### src/rtl/mc_pkg.sv
// Shared encodings for the multi-cycle RV32I controller: FSM states, instruction
// classes, opcodes and the datapath select/ALU codes.
package mc_pkg;

   localparam logic [2:0] ST_FETCH     = 3'd0;
   localparam logic [2:0] ST_DECODE    = 3'd1;
   localparam logic [2:0] ST_EXECUTE   = 3'd2;
   localparam logic [2:0] ST_MEMORY    = 3'd3;
   localparam logic [2:0] ST_WRITEBACK = 3'd4;

   typedef enum logic [3:0] {
      CL_R,
      CL_IALU,
      CL_LOAD,
      CL_STORE,
      CL_BRANCH,
      CL_JAL,
      CL_JALR,
      CL_LUI,
      CL_AUIPC,
      CL_ILLEGAL
   } instr_class_e;

   localparam logic [6:0] OPC_R      = 7'b0110011;
   localparam logic [6:0] OPC_IALU   = 7'b0010011;
   localparam logic [6:0] OPC_LOAD   = 7'b0000011;
   localparam logic [6:0] OPC_STORE  = 7'b0100011;
   localparam logic [6:0] OPC_BRANCH = 7'b1100011;
   localparam logic [6:0] OPC_JAL    = 7'b1101111;
   localparam logic [6:0] OPC_JALR   = 7'b1100111;
   localparam logic [6:0] OPC_LUI    = 7'b0110111;
   localparam logic [6:0] OPC_AUIPC  = 7'b0010111;

   localparam logic [1:0] OP1_RS1    = 2'd0;
   localparam logic [1:0] OP1_OLD_PC = 2'd1;
   localparam logic [1:0] OP1_ZERO   = 2'd2;

   localparam logic [1:0] WB_ALU     = 2'd0;
   localparam logic [1:0] WB_MEM     = 2'd1;
   localparam logic [1:0] WB_PC4     = 2'd2;

   localparam logic [2:0] IMM_I      = 3'd0;
   localparam logic [2:0] IMM_S      = 3'd1;
   localparam logic [2:0] IMM_B      = 3'd2;
   localparam logic [2:0] IMM_U      = 3'd3;
   localparam logic [2:0] IMM_J      = 3'd4;

   localparam logic [2:0] BR_NONE    = 3'd0;
   localparam logic [2:0] BR_BEQ     = 3'd1;
   localparam logic [2:0] BR_BNE     = 3'd2;
   localparam logic [2:0] BR_BLT     = 3'd3;
   localparam logic [2:0] BR_BGE     = 3'd4;
   localparam logic [2:0] BR_BLTU    = 3'd5;
   localparam logic [2:0] BR_BGEU    = 3'd6;
   localparam logic [2:0] BR_ALWAYS  = 3'd7;

   localparam logic [3:0] ALU_ADD    = 4'd0;
   localparam logic [3:0] ALU_SUB    = 4'd1;
   localparam logic [3:0] ALU_SLL    = 4'd2;
   localparam logic [3:0] ALU_SLT    = 4'd3;
   localparam logic [3:0] ALU_SLTU   = 4'd4;
   localparam logic [3:0] ALU_XOR    = 4'd5;
   localparam logic [3:0] ALU_SRL    = 4'd6;
   localparam logic [3:0] ALU_SRA    = 4'd7;
   localparam logic [3:0] ALU_OR     = 4'd8;
   localparam logic [3:0] ALU_AND    = 4'd9;
   localparam logic [3:0] ALU_PASS_B = 4'd10;

   // alt selects SUB for func3=0 and SRA for func3=5
   function automatic logic [3:0] alu_from_f3(input logic [2:0] f3, input logic alt);
      logic [3:0] op;
      case (f3)
         3'd0:    op = alt ? ALU_SUB : ALU_ADD;
         3'd1:    op = ALU_SLL;
         3'd2:    op = ALU_SLT;
         3'd3:    op = ALU_SLTU;
         3'd4:    op = ALU_XOR;
         3'd5:    op = alt ? ALU_SRA : ALU_SRL;
         3'd6:    op = ALU_OR;
         default: op = ALU_AND;
      endcase
      return op;
   endfunction

endpackage

### src/rtl/mc_decoder.sv
// Combinational instruction classifier: opcode/func3/func7[5] to class, ALU op,
// immediate format and branch type.
module mc_decoder
   import mc_pkg::*;
(
   input  logic [6:0]   opcode,
   input  logic [2:0]   func3,
   input  logic         func7_b5,
   output instr_class_e cls,
   output logic [3:0]   alu_ctrl,
   output logic [2:0]   imm_sel,
   output logic [2:0]   br_type
);

   always_comb begin
      cls      = CL_ILLEGAL;
      alu_ctrl = ALU_ADD;
      imm_sel  = IMM_I;
      br_type  = BR_NONE;
      case (opcode)
         OPC_R: begin
            cls      = CL_R;
            alu_ctrl = alu_from_f3(func3, func7_b5);
         end
         OPC_IALU: begin
            cls      = CL_IALU;
            alu_ctrl = alu_from_f3(func3, (func3 == 3'd5) && func7_b5);
         end
         OPC_LOAD: begin
            if (func3 inside {3'd0, 3'd1, 3'd2, 3'd4, 3'd5})
               cls = CL_LOAD;
         end
         OPC_STORE: begin
            imm_sel = IMM_S;
            if (func3 <= 3'd2)
               cls = CL_STORE;
         end
         OPC_BRANCH: begin
            imm_sel = IMM_B;
            case (func3)
               3'd0:    begin cls = CL_BRANCH; br_type = BR_BEQ;  end
               3'd1:    begin cls = CL_BRANCH; br_type = BR_BNE;  end
               3'd4:    begin cls = CL_BRANCH; br_type = BR_BLT;  end
               3'd5:    begin cls = CL_BRANCH; br_type = BR_BGE;  end
               3'd6:    begin cls = CL_BRANCH; br_type = BR_BLTU; end
               3'd7:    begin cls = CL_BRANCH; br_type = BR_BGEU; end
               default: cls = CL_ILLEGAL;
            endcase
         end
         OPC_JAL: begin
            cls     = CL_JAL;
            imm_sel = IMM_J;
         end
         OPC_JALR:  cls = CL_JALR;
         OPC_LUI: begin
            cls      = CL_LUI;
            imm_sel  = IMM_U;
            alu_ctrl = ALU_PASS_B;
         end
         OPC_AUIPC: begin
            cls     = CL_AUIPC;
            imm_sel = IMM_U;
         end
         default:   cls = CL_ILLEGAL;
      endcase
   end

endmodule

### src/rtl/multicycle_controller.sv
// Five-state multi-cycle sequencer for the RV32I datapath with retire counter.
// Define MC_MEM_WAIT_EN to add the mem_ready handshake on FETCH and MEMORY.
//
// state      | meaning
// FETCH      | read memory at PC, latch IR and old_pc
// DECODE     | classify IR; illegal opcodes skip to next PC here
// EXECUTE    | drive ALU operands; branches and jumps load the PC
// MEMORY     | load read or store write at ALU result
// WRITEBACK  | register-file write, PC+4 for non-jumps
module multicycle_controller
   import mc_pkg::*;
(
   input  logic        clk,
   input  logic        reset,
   input  logic [6:0]  opcode,
   input  logic [2:0]  func3,
   input  logic [6:0]  func7,
   input  logic        br_taken,
`ifdef MC_MEM_WAIT_EN
   input  logic        mem_ready,
`endif
   output logic        pc_write,
   output logic        pc_sel,
   output logic        ir_write,
   output logic        mem_read,
   output logic        mem_write,
   output logic        rfwrite,
   output logic [1:0]  op1_sel,
   output logic        op2_sel,
   output logic [1:0]  wb_sel,
   output logic [2:0]  imm_sel,
   output logic [2:0]  br_type,
   output logic [3:0]  ALU_Control,
   output logic        illegal_instr,
   output logic [31:0] instret
);

   logic [2:0]   state_q, state_d;
   logic [31:0]  instret_q, instret_d;
   logic         illegal_q, illegal_d;
   logic         mem_ok;
   logic         retire;
   logic         alu_drive;
   instr_class_e cls;
   logic [3:0]   dec_alu;
   logic [2:0]   dec_imm;
   logic [2:0]   dec_br;
   logic         unused_func7;

`ifdef MC_MEM_WAIT_EN
   assign mem_ok = mem_ready;
`else
   assign mem_ok = 1'b1;
`endif

   // only func7[5] distinguishes RV32I operations
   assign unused_func7 = ^{func7[6], func7[4:0]};

   mc_decoder u_decoder (
      .opcode   (opcode),
      .func3    (func3),
      .func7_b5 (func7[5]),
      .cls      (cls),
      .alu_ctrl (dec_alu),
      .imm_sel  (dec_imm),
      .br_type  (dec_br)
   );

   always_comb begin
      state_d     = state_q;
      instret_d   = instret_q;
      illegal_d   = illegal_q;
      retire      = 1'b0;
      alu_drive   = 1'b0;
      pc_write    = 1'b0;
      pc_sel      = 1'b0;
      ir_write    = 1'b0;
      mem_read    = 1'b0;
      mem_write   = 1'b0;
      rfwrite     = 1'b0;
      op1_sel     = OP1_RS1;
      op2_sel     = 1'b0;
      wb_sel      = WB_ALU;
      imm_sel     = IMM_I;
      br_type     = BR_NONE;
      ALU_Control = ALU_ADD;

      case (state_q)
         ST_FETCH: begin
            mem_read = 1'b1;
            ir_write = 1'b1;
            if (mem_ok)
               state_d = ST_DECODE;
         end
         ST_DECODE: begin
            if (cls == CL_ILLEGAL) begin
               illegal_d = 1'b1;
               pc_write  = 1'b1;
               state_d   = ST_FETCH;
            end else begin
               state_d   = ST_EXECUTE;
            end
         end
         ST_EXECUTE: begin
            alu_drive = 1'b1;
            case (cls)
               CL_BRANCH: begin
                  br_type  = dec_br;
                  pc_write = 1'b1;
                  pc_sel   = br_taken;
                  retire   = 1'b1;
                  state_d  = ST_FETCH;
               end
               CL_JAL, CL_JALR: begin
                  pc_write = 1'b1;
                  pc_sel   = 1'b1;
                  state_d  = ST_WRITEBACK;
               end
               CL_LOAD, CL_STORE: state_d = ST_MEMORY;
               default:           state_d = ST_WRITEBACK;
            endcase
         end
         ST_MEMORY: begin
            // ALU operands held so the address stays valid across wait states
            alu_drive = 1'b1;
            if (cls == CL_LOAD) begin
               mem_read = 1'b1;
               if (mem_ok)
                  state_d = ST_WRITEBACK;
            end else if (cls == CL_STORE) begin
               mem_write = 1'b1;
               if (mem_ok) begin
                  pc_write = 1'b1;
                  retire   = 1'b1;
                  state_d  = ST_FETCH;
               end
            end else begin
               state_d = ST_FETCH;
            end
         end
         ST_WRITEBACK: begin
            alu_drive = 1'b1;
            rfwrite   = 1'b1;
            retire    = 1'b1;
            state_d   = ST_FETCH;
            case (cls)
               CL_LOAD:         wb_sel = WB_MEM;
               CL_JAL, CL_JALR: wb_sel = WB_PC4;
               default:         wb_sel = WB_ALU;
            endcase
            if (cls != CL_JAL && cls != CL_JALR)
               pc_write = 1'b1;
         end
         default: state_d = ST_FETCH;
      endcase

      if (alu_drive) begin
         imm_sel     = dec_imm;
         ALU_Control = dec_alu;
         op2_sel     = (cls != CL_R);
         case (cls)
            CL_BRANCH, CL_JAL, CL_AUIPC: op1_sel = OP1_OLD_PC;
            CL_LUI:                      op1_sel = OP1_ZERO;
            default:                     op1_sel = OP1_RS1;
         endcase
      end

      if (retire)
         instret_d = instret_q + 32'd1;

      // reset silences every strobe and select in the same cycle
      if (reset) begin
         pc_write    = 1'b0;
         pc_sel      = 1'b0;
         ir_write    = 1'b0;
         mem_read    = 1'b0;
         mem_write   = 1'b0;
         rfwrite     = 1'b0;
         op1_sel     = OP1_RS1;
         op2_sel     = 1'b0;
         wb_sel      = WB_ALU;
         imm_sel     = IMM_I;
         br_type     = BR_NONE;
         ALU_Control = ALU_ADD;
      end
   end

   always_ff @(posedge clk) begin
      if (reset) begin
         state_q   <= ST_FETCH;
         instret_q <= 32'd0;
         illegal_q <= 1'b0;
      end else begin
         state_q   <= state_d;
         instret_q <= instret_d;
         illegal_q <= illegal_d;
      end
   end

   assign instret       = instret_q;
   assign illegal_instr = illegal_q;

endmodule

### config.mk
export PLATFORM = sky130hd
export DESIGN_NAME = multicycle_controller
export DESIGN_NICKNAME = d
export VERILOG_FILES = /design/src/rtl/mc_pkg.sv /design/src/rtl/mc_decoder.sv /design/src/rtl/multicycle_controller.sv
export SDC_FILE = /design/constraint.sdc
export NUM_CORES = 1
export LEC_CHECK = 0
export CORE_MARGIN = 3
export CORE_UTILIZATION = 42
export DETAILED_ROUTE_END_ITERATION = 8
export PLACE_DENSITY = 0.77
export SYNTH_ARGS = -nofsm -noshare
export SYNTH_HDL_FRONTEND = slang
export SYNTH_SLANG_ARGS = --single-unit
### constraint.sdc
create_clock -name clk -period 2.3 [get_ports clk]
set_clock_uncertainty 0.15 [all_clocks]
set_input_delay 0.345 -clock clk [delete_from_list [all_inputs] [get_ports clk]]
set_output_delay 0.345 -clock clk [all_outputs]
set_load 0.005 [all_outputs]
==> results.md, run 1 <==
- # fillers: 399
- RSZ-0062 raised after global routing: yes
- NetSw: 0.315 mW
- Final worst setup slack: -0.208 ns
- CTS clk-pin slew, worst paths: 0.07 ns
- Placement Setup Slack: -0.939 ns
- Die Wd: 80.2 um
- I/O pin count: 74
- Post-synthesis mux area share: 0.0141
- Rows: 26
- Fin area: 0.00381 mm^2
- Worst Hold Path Cells: 2
- Fmax: 0.399 GHz
- Synth Area in Adders: 0.00541
- Final setup violation count: 3
- Vias per inst: 5.75
- CP required: 1.80 ns
- Avg WL per Cell: 15.9 um
- Initial antenna violation count: 0
- Vias post-DR: 2870
- Data arrival time of the critical path: 2.01 ns
- Area Growth Syn to Fin: 65.0%
- Syn avg cell area: 7.75 um^2
- Pint: 0.926 mW
- Largest net degree at the start of global routing: 32
- Die extent in y: 80.2 um
- Synth Area in XOR/XNOR: 0.0189
- Top_reg_cell synth: dfxtp_1
- Final Max Slew Viols: 0
- CTS root buf: clkbuf_8
- Initial Util: 0.444
- Crit Path Category: primary input to primary output
- GRT Total Usage: 0.224
- Clock power frac: 0.345
- Vias in the first global route: 2600
- Post-synth EDFFs: 0
- Die area: 0.00643 mm^2
- Final HPWL DP: 5260 um
- Crit. End Element: primary output
- Dpl cell area: 0.00343 mm^2
- Final net count: 450
- Reg2Reg Depth: 8
- Sequential share of power: 0.508
- Syn_nets: 319
- Relative slew slack: 0.625
- Routability cong.: 0.919
- Worst Setup Start Kind: primary input
- Detail Route Antenna Nets: 0
- Yosys cell types: 57
- Most frequent cells in the layout: 62 x buf_4, 36 x clkdlybuf4s50_1, 34 x dfxtp_1
- Largest family of logic cells by synthesized area: simple AND/OR/NAND/NOR gates
- Hold Crit Class: register to register
- Diodes inserted: 0
- Status: finished, violations left
- CTS tree: yes
- CTS buffer count: 5
- Gate count of the mapped netlist: 298
- Power Dens Cells: 326 mW/mm^2
- Worst-Margin Slew: 0.561 ns
- Port Buf Inserts: 67
- Clk buf depth: 2
- Sequential cell area: 723 um^2
- Core Region: 0.00520 mm^2
- Synthesized-area fraction occupied by and/or/nand/nor cells: 0.355
- Worst vdd ir: 0.337 mV
- H-Tree Level Count: 2
- Grt total ovfl: 0
- Switching portion of total power: 0.254
- Multi-input gate area: 0.00167 mm^2
- CTS sink count: 36
- Mapped Area: 0.00231 mm^2
- Register area share after synthesis: 0.312
- DR DRC count: 0
- Fraction of layout cells with a size suffix above 1: 0.305
- First-pass GRT wire length: 11800 um
- Logic pwr share: 0.146
- Crit path max fanout: 2
- #FFs+latches synth: 36
- Clock Latency Late Sink: 0.29 ns
- Final Hold Viols: 0
- Synth Area in Compound Gates: 0.244
- Synth warn: 0
- 1st-pass router iterations: 4
- Final period util: 1.09
- Final worst path period need: 2.51 ns
- Lkg Pwr: 1.41 nW
- Max_cap viols: 0
- Failing checks: negative setup slack
- Routed Wire Length: 7950 um
- Core Util, Final: 0.732
- Fraction of registers with async set/reset: 0
- Post-CTS Hold Fix Bufs: 0
- Initial drt markers: 193
- Most common cell after layout, fill and taps aside: buf_4
## metal layers
layer,up-vias,wire [um],global-route usage
met3,11,273,0.0325
met5,-,0,0
li1,1395,-,-
met1,1391,3470,0.284
met4,0,110,0.0591
met2,73,4100,0.392
## metrics by stage
stage / cells / total power [mW] / TNS [ns] / hold slack [ns]
after floorplan: 298 / 0.705 / 0 / 0.301
after global placement: 476 / 0.792 / -21.17 / 0.294
after detailed placement: 476 / 0.795 / -22.74 / 0.296
after CTS: 490 / 1.22 / -0.345 / 0.313
after global routing: 499 / 1.28 / -0.490 / 0.356
final: 499 / 1.24 / -0.275 / 0.311
## critical path: stages
cell	delay (ns)
buf_6	0.09
nand4bb_1	0.21
or3_4	0.40
or4b_4	0.52
a2111oi_4	0.29
buf_2	0.16
## area by class of cell
| class | instances | area share |
|---|---|---|
| flip-flops and latches | 36 | 0.190 |
| inverters | 12 | 0.0118 |
| repair buffers | 138 | 0.316 |
| multi-input cells | 236 | 0.439 |
| clock inverters | 1 | 0.00131 |
| clock buffers | 6 | 0.0190 |
| well taps | 70 | 0.0230 |
## synth_stat cells (3+ instances only)
cell      number  area [um^2]
or3_1         16          100
nand3_1       12         60.1
nand2b_1       6         37.5
xnor2_1        3         26.3
o31a_1         3         26.3
and3b_1        3         26.3
a311oi_1       3         26.3
nor3_1         5         25.0
clkbuf_1      10         37.5
a21oi_1       35          175
nor2_1        24         90.1
dfxtp_1       36          721
or4_1         10         75.1
nand2_1       22         82.6
o21ai_0       11         55.1
inv_1         12         45.0
nand4_1       11         68.8
o31ai_1       10         75.1
nor3b_1        3         22.5
nor4_1         4         25.0
o21ai_1        9         45.0
nor2b_1        3         18.8
buf_2          3         15.0
and4_1         5         43.8
## cells by family after synthesis
group,count (synthesis)
compound gates,86
fa+ha+maj,1
simple gates,140
flops,36
buf+inv,27
mux,3
xor+xnor,5
## registers in the layout, indices dropped and copies added, names as in the netlist
register	flops
instret	32
illegal_instr	1
state_q	3
## power by group through the flow
| stage | registers (mW) | logic, mW | clock network (mW) |
|---|---|---|---|
| 2_1_floorplan | 0.643 | 0.0620 | 0 |
| 3_3_place_gp | 0.644 | 0.147 | 0 |
| 3_5_place_dp | 0.644 | 0.150 | 0 |
| 4_1_cts | 0.630 | 0.163 | 0.430 |
| 5_1_grt | 0.631 | 0.194 | 0.459 |
| 6_report | 0.631 | 0.182 | 0.429 |
## worst paths after layout
path                                                  from                         end  slack (ns)
worst max register to register       state_q[1]$_SDFF_PP0_    instret[29]$_SDFFE_PP0P_        0.06
worst min register to register  illegal_instr$_SDFFE_PP0P_  illegal_instr$_SDFFE_PP0P_        0.31
worst max-delay path                             opcode[3]                    mem_read       -0.21
worst min-delay path            illegal_instr$_SDFFE_PP0P_  illegal_instr$_SDFFE_PP0P_        0.31
## what timing repair did
item	in CTS	in global routing
cloned	0	3
gates resized for setup	80	29
setup endpoints to repair	48	28
pin swaps	12	13
buffers inserted	7	6
(Power assumes the default switching activity.)
==> run 2: changes to the inputs <==
--- a/config.mk
+++ b/config.mk
@@ -5,10 +5,12 @@
 export SDC_FILE = /design/constraint.sdc
 export NUM_CORES = 1
 export LEC_CHECK = 0
+export CELL_PAD_IN_SITES_DETAIL_PLACEMENT = 0
+export CELL_PAD_IN_SITES_GLOBAL_PLACEMENT = 2
 export CORE_MARGIN = 3
-export CORE_UTILIZATION = 42
+export CORE_UTILIZATION = 23
 export DETAILED_ROUTE_END_ITERATION = 8
-export PLACE_DENSITY = 0.77
+export PLACE_DENSITY_LB_ADDON = 0.1
 export SYNTH_ARGS = -nofsm -noshare
 export SYNTH_HDL_FRONTEND = slang
 export SYNTH_SLANG_ARGS = --single-unit
==> run 2 against run 1 <==
  * The run still ends with negative setup slack left
  * Sequential share of layout area decreased by 0.84 points
  * Die area increased by 76%
  * Hold slack got worse by 0.0026 ns
  * Core utilization decreased by 31 points
  * Final cell count increased by 14%
  * Design area increased by 5.2%
  * Clock power increased by 11%
  * Fmax decreased by 0.21%
  * Global-route usage decreased by 8.0 points
  * Non-clock buffer count increased by 11
  * Wire length increased by 5.5%
  * Register-to-register slack improved by 0.05 ns
  * Critical endpoint unchanged
==> results.md, run 2 (synthesis gave the netlist of run 1 again) <==
- Status: finished, violations left
- Failing checks: negative setup slack
- GRT Total Usage: 0.144 (-0.0798)
- First-pass GRT wire length: 13400 um (+13%)
- Final HPWL DP: 5900 um (+12%)
- Routability cong.: 0.754 (-18%)
- Worst Setup Start Kind: primary input
- Largest register FFs: 32 (unchanged)
- Dpl cell area: 0.00359 mm^2 (+4.7%)
- Fin area: 0.00401 mm^2 (+5.2%)
- Routed Wire Length: 8390 um (+5.5%)
- CTS root buf: clkbuf_8
- Final Max Slew Viols: 0 (unchanged)
- Placement Setup Slack: -0.966 ns (-0.0270 ns)
- Sequential share of power: 0.482 (-0.026)
- Port Buf Inserts: 67 (unchanged)
- Crit Path Category: primary input to primary output
- I/O pin count: 74 (unchanged)
- CTS tree: yes
- RSZ-0062 raised after global routing: yes
- Cells along the critical path: buf_6, nand4bb_4, or3_4, or4b_4, a2111oi_4, buf_2
- Area Growth Syn to Fin: 73.5%
- Initial Util: 0.243 (-0.201)
- Crit path max fanout: 2 (unchanged)
- DR DRC count: 0 (unchanged)
- Pint: 0.977 mW (+5.4%)
- Data arrival time of the critical path: 2.02 ns (about the same)
- Switching portion of total power: 0.253 (-0.000530)
- Avg WL per Cell: 14.7 um (-7.6%)
- Final worst setup slack: -0.213 ns (-0.00539 ns)
- Final net count: 461 (+2.4%)
- Final Hold Viols: 0 (unchanged)
- Relative slew slack: 0.620 (-0.00553)
- Vias per inst: 4.89 (-15%)
- Final worst path period need: 2.51 ns (+0.00539 ns)
- Clk buf depth: 2 (unchanged)
- Vias in the first global route: 2713 (+4.3%)
- Worst-Margin Slew: 0.569 ns (+0.00827 ns)
- Worst hold slack: 0.309 ns (-0.00259 ns)
- Delay-heaviest family, CP: simple AND/OR/NAND/NOR gates
- Initial antenna violation count: 0 (unchanged)
- Highest metal used: met3
- Final period util: 1.09 (+0.00234)
- Die area: 0.0113 mm^2 (+76%)
- Fraction of layout cells with a size suffix above 1: 0.342 (+0.0370)
- Worst vdd ir: 0.199 mV (-41%)
- Grt total ovfl: 0 (unchanged)
- Diodes inserted: 0 (unchanged)
- NetSw: 0.331 mW (+5.1%)
- CTS clk-pin slew, worst paths: 0.07 ns (about the same)
- Power Dens Cells: 326 mW/mm^2 (+0.18%)
- Met2 routed WL: 3990 um (-2.5%)
- Die Wd: 106 um (+33%)
- Max_cap viols: 0 (unchanged)
- CTS sink count: 36 (unchanged)
- Largest net degree at the start of global routing: 32 (unchanged)
- Met1 wire length: 4090 um (+18%)
- Final setup violation count: 1 (-2)
- CP peak stage delay: 0.53 ns (about the same)
- Clock power frac: 0.365 (+0.020)
- Die extent in y: 106 um (+33%)
- 1st-pass router iterations: 4 (unchanged)
- H-Tree Level Count: 2 (unchanged)
- Worst path bufs/invs: 2 (unchanged)
- CTS buffer count: 5 (unchanged)
- CP max-delay cell: or4b_4
- Initial drt markers: 67 (-65%)
- Hold Crit Class: register to register
- Core Region: 0.00950 mm^2 (+83%)
- CP required: 1.80 ns (about the same)
- Wire length on met3: 306 um (+12%)
- Final TNS setup: -0.213 ns (+0.0614 ns)
- Clock Latency Late Sink: 0.29 ns (about the same)
- Rows: 35 (+35%)
- Lkg Pwr: 1.45 nW (+3.2%)
- Logic pwr share: 0.153 (+0.007)
- Most common cell after layout, fill and taps aside: buf_4
- Fmax: 0.398 GHz (-0.21%)
- Vias post-DR: 2786 (-2.9%)
- Crit. End Element: primary output
- Most frequent cells in the layout: 70 x buf_4, 36 x clkdlybuf4s50_1, 33 x dfxtp_1
- Detail Route Antenna Nets: 0 (unchanged)
run 2: worst register-to-register path, stage by stage, from the launching register on:
cell	delay, ns
dfxtp_4	0.37
buf_4	0.11
and3b_2	0.22
and4_4	0.22
buf_4	0.15
nor3_2	0.31
nor3_2	0.10
buf_4	0.15
mux2_1	0.30
run 2: repair_timing:
item                                    4_1_cts  5_1_grt
pin swaps                                    16       16
gates cloned                                  0        1
resized for setup                           101       37
endpoints found under the setup margin       49       37
setup buffers                                13        6
hold buffers                                  0        0
run 2: through the flow:
| stage | utilization | power [mW] | instances |
|---|---|---|---|
| after CTS | 0.408 | 1.31 | 566 |
| after global routing | 0.422 | 1.38 | 570 |
| after detailed placement | 0.378 | 0.801 | 545 |
| after floorplan | - | 0.705 | 298 |
| after global placement | 0.378 | 0.802 | 545 |
| final | 0.422 | 1.31 | 570 |
run 2: worst paths after layout:
check	from	end	slack, ns	depth (start not counted)
setup reg to reg	state_q[2]$_SDFF_PP0_	instret[31]$_SDFFE_PP0P_	0.11	8
hold / removal	illegal_instr$_SDFFE_PP0P_	illegal_instr$_SDFFE_PP0P_	0.31	2
hold reg to reg	illegal_instr$_SDFFE_PP0P_	illegal_instr$_SDFFE_PP0P_	0.31	2
setup / recovery	opcode[3]	mem_read	-0.21	6
run 2: area by class of cell:
cell class                      count  area [um^2]
Inverter                           12         45.0
Tap cell                          129          161
Clock buffer                        8         90.1
Fill cell                        1012         5490
Sequential cell                    36          727
Multi-Input combinational cell    236         1710
Timing Repair Buffer              149         1270
run 2: per-layer routing:
metal,vias to the layer above,GRT usage
met4,0,0.0278
met1,1332,0.199
met2,49,0.230
met5,-,0
li1,1405,-
met3,0,0.0316
run 2: power by group through the flow:
stage / sequential (mW) / combinational (mW) / clock (mW)
floorplan: 0.643 / 0.0620 / 0
global placement: 0.645 / 0.157 / 0
detailed placement: 0.645 / 0.156 / 0
CTS: 0.631 / 0.182 / 0.497
global route: 0.631 / 0.217 / 0.531
finish: 0.630 / 0.200 / 0.477
